File: config.mk
export PLATFORM = sky130hd
export DESIGN_NAME = mux_tree_pipe_flat
export DESIGN_NICKNAME = d
export VERILOG_FILES = /design/src/rtl/mux_tree_pipe_pkg.sv /design/src/rtl/mux_tree_pipe_if.sv /design/src/rtl/mux_tree_pipe_level.sv /design/src/rtl/mux_tree_pipe.sv /design/src/flat_wrapper.sv
export SDC_FILE = /design/constraint.sdc
export NUM_CORES = 1
export LEC_CHECK = 0
export CAP_MARGIN = 10
export CORE_ASPECT_RATIO = 1.2
export CORE_MARGIN = 2
export CORE_UTILIZATION = 30
export CTS_CLUSTER_DIAMETER = 150
export DETAILED_ROUTE_END_ITERATION = 10
export PLACE_DENSITY_LB_ADDON = 0.3
export SKIP_LAST_GASP = 1
export SYNTH_ARGS = -nofsm -noshare
export SYNTH_HDL_FRONTEND = slang
export SYNTH_SLANG_ARGS = --single-unit
File: constraint.sdc
create_clock -name clock -period 1.5 [get_ports clock]
set_input_delay 0.3 -clock clock [delete_from_list [all_inputs] [get_ports clock]]
set_output_delay 0.3 -clock clock [all_outputs]
set_load 0.005 [all_outputs]
File: src/rtl/mux_tree_pipe_pkg.sv
// Shared helpers for the pipelined mux tree: stage count and stage-boundary placement.
package mux_tree_pipe_pkg;

    // Integer ceiling division, used to size the pipeline.
    function automatic int ceil_div(input int num, input int den);
        return (num + den - 1) / den;
    endfunction

    // Number of register stages for a tree of sel_w levels, pipe_every levels per stage.
    function automatic int num_stages(input int sel_w, input int pipe_every);
        return ceil_div(sel_w, pipe_every);
    endfunction

    // True when a register stage follows tree level 'level'. The last level always
    // ends a stage so the output is registered.
    function automatic bit is_stage_end(input int level, input int sel_w, input int pipe_every);
        return (((level + 1) % pipe_every) == 0) || (level == sel_w - 1);
    endfunction

endpackage

File: src/rtl/mux_tree_pipe_if.sv
// Valid/ready bus of the pipelined mux: packed input words plus select in, one word out.
interface mux_tree_pipe_if #(
    parameter int WIDTH = 2,
    parameter int SEL_W = 5,
    parameter int N_IN  = 32
);
    logic [N_IN*WIDTH-1:0] in_flat;
    logic [SEL_W-1:0]      select;
    logic                  in_valid;
    logic                  in_ready;
    logic [WIDTH-1:0]      out_data;
    logic                  out_err;
    logic                  out_valid;
    logic                  out_ready;

    modport master (
        output in_flat, select, in_valid, out_ready,
        input  in_ready, out_data, out_err, out_valid
    );

    modport slave (
        input  in_flat, select, in_valid, out_ready,
        output in_ready, out_data, out_err, out_valid
    );
endinterface

File: src/rtl/mux_tree_pipe_level.sv
// One level of the mux tree: N_PAIRS 2:1 muxes sharing a single select bit.
// Pair j takes words 2j (select 0) and 2j+1 (select 1) of the packed input bus.
module mux_tree_pipe_level #(
    parameter int WIDTH   = 2,
    parameter int N_PAIRS = 1
) (
    input  logic [2*N_PAIRS*WIDTH-1:0] i_data,
    input  logic                       i_sel,
    output logic [N_PAIRS*WIDTH-1:0]   o_data
);

    // Halve the word count by picking one word of each adjacent pair.
    always_comb begin
        o_data = '0;
        for (int j = 0; j < N_PAIRS; j++) begin
            o_data[j*WIDTH +: WIDTH] = i_sel ? i_data[(2*j+1)*WIDTH +: WIDTH]
                                             : i_data[(2*j)*WIDTH +: WIDTH];
        end
    end

endmodule

File: src/rtl/mux_tree_pipe.sv
// Pipelined N-to-1 mux. A binary tree of SEL_W 2:1 levels resolves the select LSB
// first; a register stage follows every PIPE_EVERY levels and the last level.
// Each stage carries its surviving words, the still-unresolved select bits, the
// out-of-range flag and a valid bit. Stages compress bubbles under backpressure.
module mux_tree_pipe
    import mux_tree_pipe_pkg::*;
#(
    parameter int               WIDTH       = 2,
    parameter int               SEL_W       = 5,
    parameter int               N_IN        = 32,
    parameter int               PIPE_EVERY  = 2,
    parameter logic [WIDTH-1:0] DEFAULT_VAL = '0
) (
    input  logic            clock,
    input  logic            reset,
    mux_tree_pipe_if.slave  bus
);

    localparam int S       = num_stages(SEL_W, PIPE_EVERY);
    localparam int N_SLOTS = 2 ** SEL_W;

    if ((N_IN < 2) || (N_IN > N_SLOTS)) begin : g_chk_n_in
        $error("mux_tree_pipe: N_IN must satisfy 2 <= N_IN <= 2**SEL_W");
    end
    if (PIPE_EVERY < 1) begin : g_chk_pipe
        $error("mux_tree_pipe: PIPE_EVERY must be at least 1");
    end

    logic [S-1:0]             r_vld;
    logic [S-1:0]             w_adv;
    logic [S-1:0]             w_vld_up;
    logic                     w_err_in;
    logic [N_SLOTS*WIDTH-1:0] w_din0;

    // Out-of-range selects are flagged here and travel with the word.
    assign w_err_in = ({1'b0, bus.select} >= (SEL_W+1)'(N_IN));

    // Unpopulated slots read as the default word.
    if (N_IN < N_SLOTS) begin : g_pad
        assign w_din0 = {{(N_SLOTS-N_IN){DEFAULT_VAL}}, bus.in_flat};
    end else begin : g_nopad
        assign w_din0 = bus.in_flat;
    end

    // Stage s may load when it or any stage below it is empty, or the output drains.
    for (genvar s = 0; s < S; s++) begin : g_stg
        assign w_adv[s] = bus.out_ready || !(&r_vld[S-1:s]);
        if (s == 0) begin : g_head
            assign w_vld_up[s] = bus.in_valid;
        end else begin : g_body
            assign w_vld_up[s] = r_vld[s-1];
        end
    end

    // Valid bits: the only state that must be cleared by reset.
    always_ff @(posedge clock or negedge reset) begin
        if (!reset) begin
            r_vld <= '0;
        end else begin
            for (int s = 0; s < S; s++) begin
                if (w_adv[s]) r_vld[s] <= w_vld_up[s];
            end
        end
    end

    assign bus.in_ready  = w_adv[0];
    assign bus.out_valid = r_vld[S-1];

    for (genvar k = 0; k < SEL_W; k++) begin : g_lvl
        localparam int IN_W  = 2 ** (SEL_W - k);
        localparam int OUT_W = IN_W / 2;
        localparam int SW    = SEL_W - k;

        logic [IN_W*WIDTH-1:0]  w_din;
        logic [SW-1:0]          w_sel;
        logic                   w_err;
        logic [OUT_W*WIDTH-1:0] w_dout;

        if (k == 0) begin : g_src
            assign w_din = w_din0;
            assign w_sel = bus.select;
            assign w_err = w_err_in;
        end else begin : g_src
            assign w_din = g_lvl[k-1].g_fwd.w_nxt_data;
            assign w_sel = g_lvl[k-1].g_fwd.w_nxt_sel;
            assign w_err = g_lvl[k-1].g_fwd.w_nxt_err;
        end

        mux_tree_pipe_level #(
            .WIDTH   (WIDTH),
            .N_PAIRS (OUT_W)
        ) u_level (
            .i_data (w_din),
            .i_sel  (w_sel[0]),
            .o_data (w_dout)
        );

        if (k == SEL_W - 1) begin : g_out
            // ---- final stage boundary: output register ----
            logic [WIDTH-1:0] r_data;
            logic             r_err;

            // Output stage: substitute the default word for out-of-range selects.
            always_ff @(posedge clock or negedge reset) begin
                if (!reset) begin
                    r_data <= '0;
                    r_err  <= 1'b0;
                end else if (w_adv[S-1]) begin
                    r_data <= w_err ? DEFAULT_VAL : w_dout;
                    r_err  <= w_err;
                end
            end

            assign bus.out_data = r_data;
            assign bus.out_err  = r_err;
        end else begin : g_fwd
            logic [OUT_W*WIDTH-1:0] w_nxt_data;
            logic [SW-2:0]          w_nxt_sel;
            logic                   w_nxt_err;

            if (is_stage_end(k, SEL_W, PIPE_EVERY)) begin : g_reg
                // ---- intermediate stage boundary ----
                logic [OUT_W*WIDTH-1:0] r_data;
                logic [SW-2:0]          r_sel;
                logic                   r_err;

                // Data-path stage register; contents are don't-care while invalid.
                always_ff @(posedge clock) begin
                    if (w_adv[k / PIPE_EVERY]) begin
                        r_data <= w_dout;
                        r_sel  <= w_sel[SW-1:1];
                        r_err  <= w_err;
                    end
                end

                assign w_nxt_data = r_data;
                assign w_nxt_sel  = r_sel;
                assign w_nxt_err  = r_err;
            end else begin : g_comb
                assign w_nxt_data = w_dout;
                assign w_nxt_sel  = w_sel[SW-1:1];
                assign w_nxt_err  = w_err;
            end
        end
    end

endmodule

File: src/flat_wrapper.sv
// flat-port wrapper written by rule: the top's interface ports become plain ports
module mux_tree_pipe_flat import mux_tree_pipe_pkg::*;
#(
    parameter int               WIDTH       = 2,
    parameter int               SEL_W       = 5,
    parameter int               N_IN        = 32,
    parameter int               PIPE_EVERY  = 2,
    parameter logic [WIDTH-1:0] DEFAULT_VAL = '0
)
  (clock, reset, bus_in_flat, bus_select, bus_in_valid, bus_out_ready, bus_in_ready, bus_out_data, bus_out_err, bus_out_valid);
  mux_tree_pipe_if #(.WIDTH(WIDTH), .SEL_W(SEL_W), .N_IN(N_IN)) bus_i ();
  input  logic clock;
  input  logic reset;
  input wire logic [$bits(bus_i.in_flat)-1:0] bus_in_flat;
  input wire logic [$bits(bus_i.select)-1:0] bus_select;
  input wire logic [$bits(bus_i.in_valid)-1:0] bus_in_valid;
  input wire logic [$bits(bus_i.out_ready)-1:0] bus_out_ready;
  output wire logic [$bits(bus_i.in_ready)-1:0] bus_in_ready;
  output wire logic [$bits(bus_i.out_data)-1:0] bus_out_data;
  output wire logic [$bits(bus_i.out_err)-1:0] bus_out_err;
  output wire logic [$bits(bus_i.out_valid)-1:0] bus_out_valid;
  assign bus_i.in_flat = bus_in_flat;
  assign bus_i.select = bus_select;
  assign bus_i.in_valid = bus_in_valid;
  assign bus_i.out_ready = bus_out_ready;
  assign bus_in_ready = bus_i.in_ready;
  assign bus_out_data = bus_i.out_data;
  assign bus_out_err = bus_i.out_err;
  assign bus_out_valid = bus_i.out_valid;
  mux_tree_pipe #(.WIDTH(WIDTH), .SEL_W(SEL_W), .N_IN(N_IN), .PIPE_EVERY(PIPE_EVERY), .DEFAULT_VAL(DEFAULT_VAL)) u_core (.clock(clock), .reset(reset), .bus(bus_i));
endmodule
---- Word-level counts from Yosys, hierarchy flattened ----
Index checks and enable logic that the tools add are counted.
storage, ports and cells
  register bits after elaboration ......... 29
  output and inout port bits .............. 5
cells by class
  mux-type cells .......................... 31
  reductions and logical operators ........ 8
operators by type and width
  cell                 number
  2-bit 2-to-1 mux     31
  1-bit logical NOT    3
  1-bit logical OR     3
  3-bit AND reduction  1
  2-bit AND reduction  1

---- Depth between registers and ports, before layout ----
  word-level depth ........................ 3
  mapped depth ............................ 3
  gate-level depth less buffers ........... 2

---- Cells and area by module ----
Synthesis repeated with hierarchy kept, for this count alone.
second synthesis, totals
  cell total of the unflattened synthesis .. 109
  area total of the unflattened synthesis .. 1,935.6 um^2
modules (own cells, without submodules)
  module                                         instances  cells an instance  area each (um^2)  sequential area each (um^2)
  mux_tree_pipe                                  1          40                 943.4             845.8
  mux_tree_pipe_level (u_core.g_lvl[0].u_level)  1          36                 544.3             0.0
  mux_tree_pipe_level (u_core.g_lvl[1].u_level)  1          18                 249.0             0.0
  mux_tree_pipe_level (u_core.g_lvl[2].u_level)  1          9                  131.4             0.0
  mux_tree_pipe_level (u_core.g_lvl[3].u_level)  1          4                  45.0              0.0
  mux_tree_pipe_level (u_core.g_lvl[4].u_level)  1          2                  22.5              0.0

---- Worst setup path before layout ----
OpenSTA, ideal clock, no wires.
  path kind ............................... reg2reg
  from .................................... register u_core.r_vld[2]
  to ...................................... register u_core.g_lvl[1].g_fwd.g_reg.r_data[0], enable pin
  arrival time ............................ 1,204 ps
  required time ........................... 1,042 ps
  setup slack ............................. -162 ps
  stages on the path, launching flop included .. 4
  buffers on the path ..................... 1
  period minus slack after synthesis ...... 1,662 ps
  path through ............................ dfrtp_1 nor2b_1 clkbuf_1 nand3_1
on the way
  word-level cells in the longest chain between the ends .. 3
ends and longest elaborated chain
  item                              RTL line              text
  start: declaration                mux_tree_pipe.sv:29   logic [S-1:0] r_vld;
  start signal: indexed assignment  mux_tree_pipe.sv:61   if (w_adv[s]) r_vld[s] <= w_vld_up[s];
  3-bit AND reduction               mux_tree_pipe.sv:47   assign w_adv[s] = bus.out_ready || !(&r_vld[S-1:s]);
  1-bit logical NOT                 mux_tree_pipe.sv:47
  1-bit logical OR                  mux_tree_pipe.sv:47
  net bus_in_ready                  flat_wrapper.sv:18    output wire logic [$bits(bus_i.in_ready)-1:0] bus_in_ready;
  end signal: assignment            mux_tree_pipe.sv:130  r_data <= w_dout;
  end: declaration                  mux_tree_pipe.sv:123  logic [OUT_W*WIDTH-1:0] r_data;
The timed path passes the listed nets, and every way through them passes these cells.
A chain may end at the register's enable or synchronous reset.

---- Final worst setup path ----
  from .................................... register u_core.g_lvl[4].g_out.r_data[1] (netlist: u_core.bus.out_data[1])
  to ...................................... output port bus_out_data[1]
RTL lines
  item                      RTL line              text
  start: declaration        mux_tree_pipe.sv:100  logic [WIDTH-1:0] r_data;
  start signal: assignment  mux_tree_pipe.sv:109  r_data <= w_err ? DEFAULT_VAL : w_dout;
  end: declaration          flat_wrapper.sv:19    output wire logic [$bits(bus_i.out_data)-1:0] bus_out_data;
No word-level cell between the ends.

==> out/results.ini <==
[outcome]
outcome = finished clean

[sta]
fmax_ghz = 0.7063
setup_violations = 0
holdWs_ns = 0.2552
clock_skew_ns = 0.003231
rsz0062_at_grt = no
hold_viol = 0
finalCritPeriodShare = 0.9438
slew_viol_final = 0
min_period_ns = 1.416
tns_ns = 0

[route]
initialDrtViolationCount = 5
ant_nets = 0
viasPerCell = 4.707
dr.pass1.iters = 3
route.detailed.drc = 0
routedWlPerCell_um = 14.63
drt_wl_total_mm = 3.042
vias = 979

[global_routing]
grt_max_degree = 20
grt-ovfl-total = 0
grt_use_total = 0.1313
grt_pass1_vias = 1162
grt_pass1_wl_mm = 5.043
antenna_found_initial = 0

[setup_path]
path_cells = clkdlybuf4s50_1
startpoint_type = flop
path_class = reg2out
critPathMaxFanout = 2
cpPeakStageDelay_ns = 0.50
cp-end-kind = primary output
path_delay_family = buffers and inverters
crit_slowest_cell = clkdlybuf4s50_1
crit_required_ns = 1.20
arrival_ns = 1.12
crit_buf_inv = 1

[final_layout]
final_area_mm2 = 0.002421
area_delta_synth_final_pct = 66.09
drive_gt1_frac = 0.2467
nets = 222
antennaDiodeCount = 0
fin_cells = 208
fillCellCount = 361

[place]
place.gp.congestion = 0.6558
port_buffers = 76
dpl.cell_count = 198
placed_cell_area_mm2 = 0.002298

[floorplan]
die_y_um = 80.36
die_w_um = 67.63
row_count = 27
start_util = 0.3149
die_area_mm2 = 0.005434
ioPinCount = 78
coreArea_mm2 = 0.004628

[clocking]
clkSinkCount = 29
clk-insertion-delay-late_ns = 0.27
htreeDepth = 2
cts_made_buffers = 5
hold_buffers = 0
clk_pin_slew_ns = 0.06
root_buffer = clkbuf_8
ctsLongestPathBuffers = 2
tritoncts = built

[job]
drv_cap = 0

[power_and_ir_drop]
vdd_drop_max_uv = 321.7
power.total_mw = 2.114
p_per_area_mw_per_mm2 = 873.3
leakagePower_nw = 0.8872

[hold_path]
min_path_type = in2async

[logic_synthesis]
seq_area_frac_synth = 0.5803
synth.distinct_cells = 17
syn_area_mm2 = 0.001458
synth_nets = 139
syn-mean-instance-area_um2 = 22.09
yosysWarnings = 0
syn_inst = 66
ys_ff_latch = 29

## worst paths after layout
check	startpoint	to	slack, ns	depth (start not counted)
min in group clock	u_core.g_lvl[1].g_fwd.g_reg.r_sel[2]	u_core.g_lvl[3].g_fwd.g_reg.r_sel	0.42	0
worst max-delay path	u_core.bus.out_data[1]	bus_out_data[1]	0.08	1
worst min register to register	u_core.g_lvl[1].g_fwd.g_reg.r_sel[2]	u_core.g_lvl[3].g_fwd.g_reg.r_sel	0.42	0
max in group asynchronous	reset	u_core.r_vld[2]	1.04	1
worst max register to register	u_core.g_lvl[1].g_fwd.g_reg.r_sel[0]	u_core.g_lvl[3].g_fwd.g_reg.r_data[3]	0.21	1
worst min-delay path	reset	u_core.r_vld[0]	0.26	1
## layer usage
metal / wire [um] / part of all wire / vias up / GRT usage
met5: 0 / 0 / - / 0
met4: 62 / 0.020 / 0 / 0.06735
met3: 273 / 0.090 / 5 / 0.03081
met2: 1750 / 0.58 / 62 / 0.2539
met1: 956 / 0.31 / 458 / 0.1217
li1: - / - / 454 / -
## flip-flops by register name, indices dropped and copies added (netlist names)
name,cells
u_core.g_lvl.g_fwd.g_reg.r_sel,4
u_core.g_lvl.g_fwd.g_reg.r_data,20
u_core.r_vld,3
u_core.bus.out_data,2
## logic make-up after synthesis
family / count (synthesis) / synth area share
AO/OA/AOI/OAI: 2 / 0.01116
flip-flops: 29 / 0.5803
AND/OR/NAND/NOR: 4 / 0.01459
multiplexers: 24 / 0.3554
other: 1 / 0.002573
buffers and inverters: 6 / 0.03605
## stage by stage
step                setup slack, ns  utilization
global route               0.006213       0.5231
finish                      0.08426       0.5231
detailed placement          -0.3444       0.4966
global placement            -0.3446       0.4966
CTS                        -0.02831       0.5242
floorplan                   0.09364            -
## cell usage after synthesis (all sizes together)
cell | number | area share
dfrtp | 5 | 0.086
clkbuf | 1 | 0.0026
mux2 | 4 | 0.031
or2 | 1 | 0.0043
nand3 | 1 | 0.0034
edfxtp | 24 | 0.49
nand2 | 1 | 0.0026
conb | 1 | 0.0026
mux4 | 20 | 0.32
buf | 5 | 0.033
nor2b | 1 | 0.0043
a21o | 1 | 0.0052
a31o | 1 | 0.0060
## layout make-up
class	count	area (um^2)	area share
repair buffers	82	849.6	0.3509
flip-flops and latches	29	845.8	0.3494
clock buffers	5	68.82	0.02842
multi-input cells	31	566.8	0.2341
well taps	58	72.57	0.02997
clock inverters	3	17.52	0.007235
## repair_timing
action / CTS / global route
endpoints found under the setup margin: 7 / 1
setup buffers: 1 / 0
cloned: 1 / 0
gates resized for setup: 4 / 1
pin swaps: 1 / 0
## where the power goes
part | switching, mW | internal [mW] | leakage [nW] | total [mW]
sequential | 0.0467 | 1.01 | 0.302 | 1.06
combinational | 0.111 | 0.352 | 0.541 | 0.463
clock | 0.275 | 0.319 | 0.0439 | 0.593
total | 0.432 | 1.68 | 0.887 | 2.11
## cell usage in the layout (no fill, tap or decap)
cell	instances
dlygate4sd2_1	1
dfrtp_1	5
mux4_2	14
mux2_2	4
buf_4	3
clkinv_2	2
nand2_1	1
nor2b_2	1
mux4_1	6
nand3_2	1
clkbuf_8	5
buf_12	2
clkinvlp_4	1
a31o_2	1
clkdlybuf4s50_1	74
a21o_1	1
clkbuf_2	1
bufbuf_16	1
edfxtp_1	24
conb_1	1
or2_2	1
No activity file was read; power rests on OpenSTA's default activity.
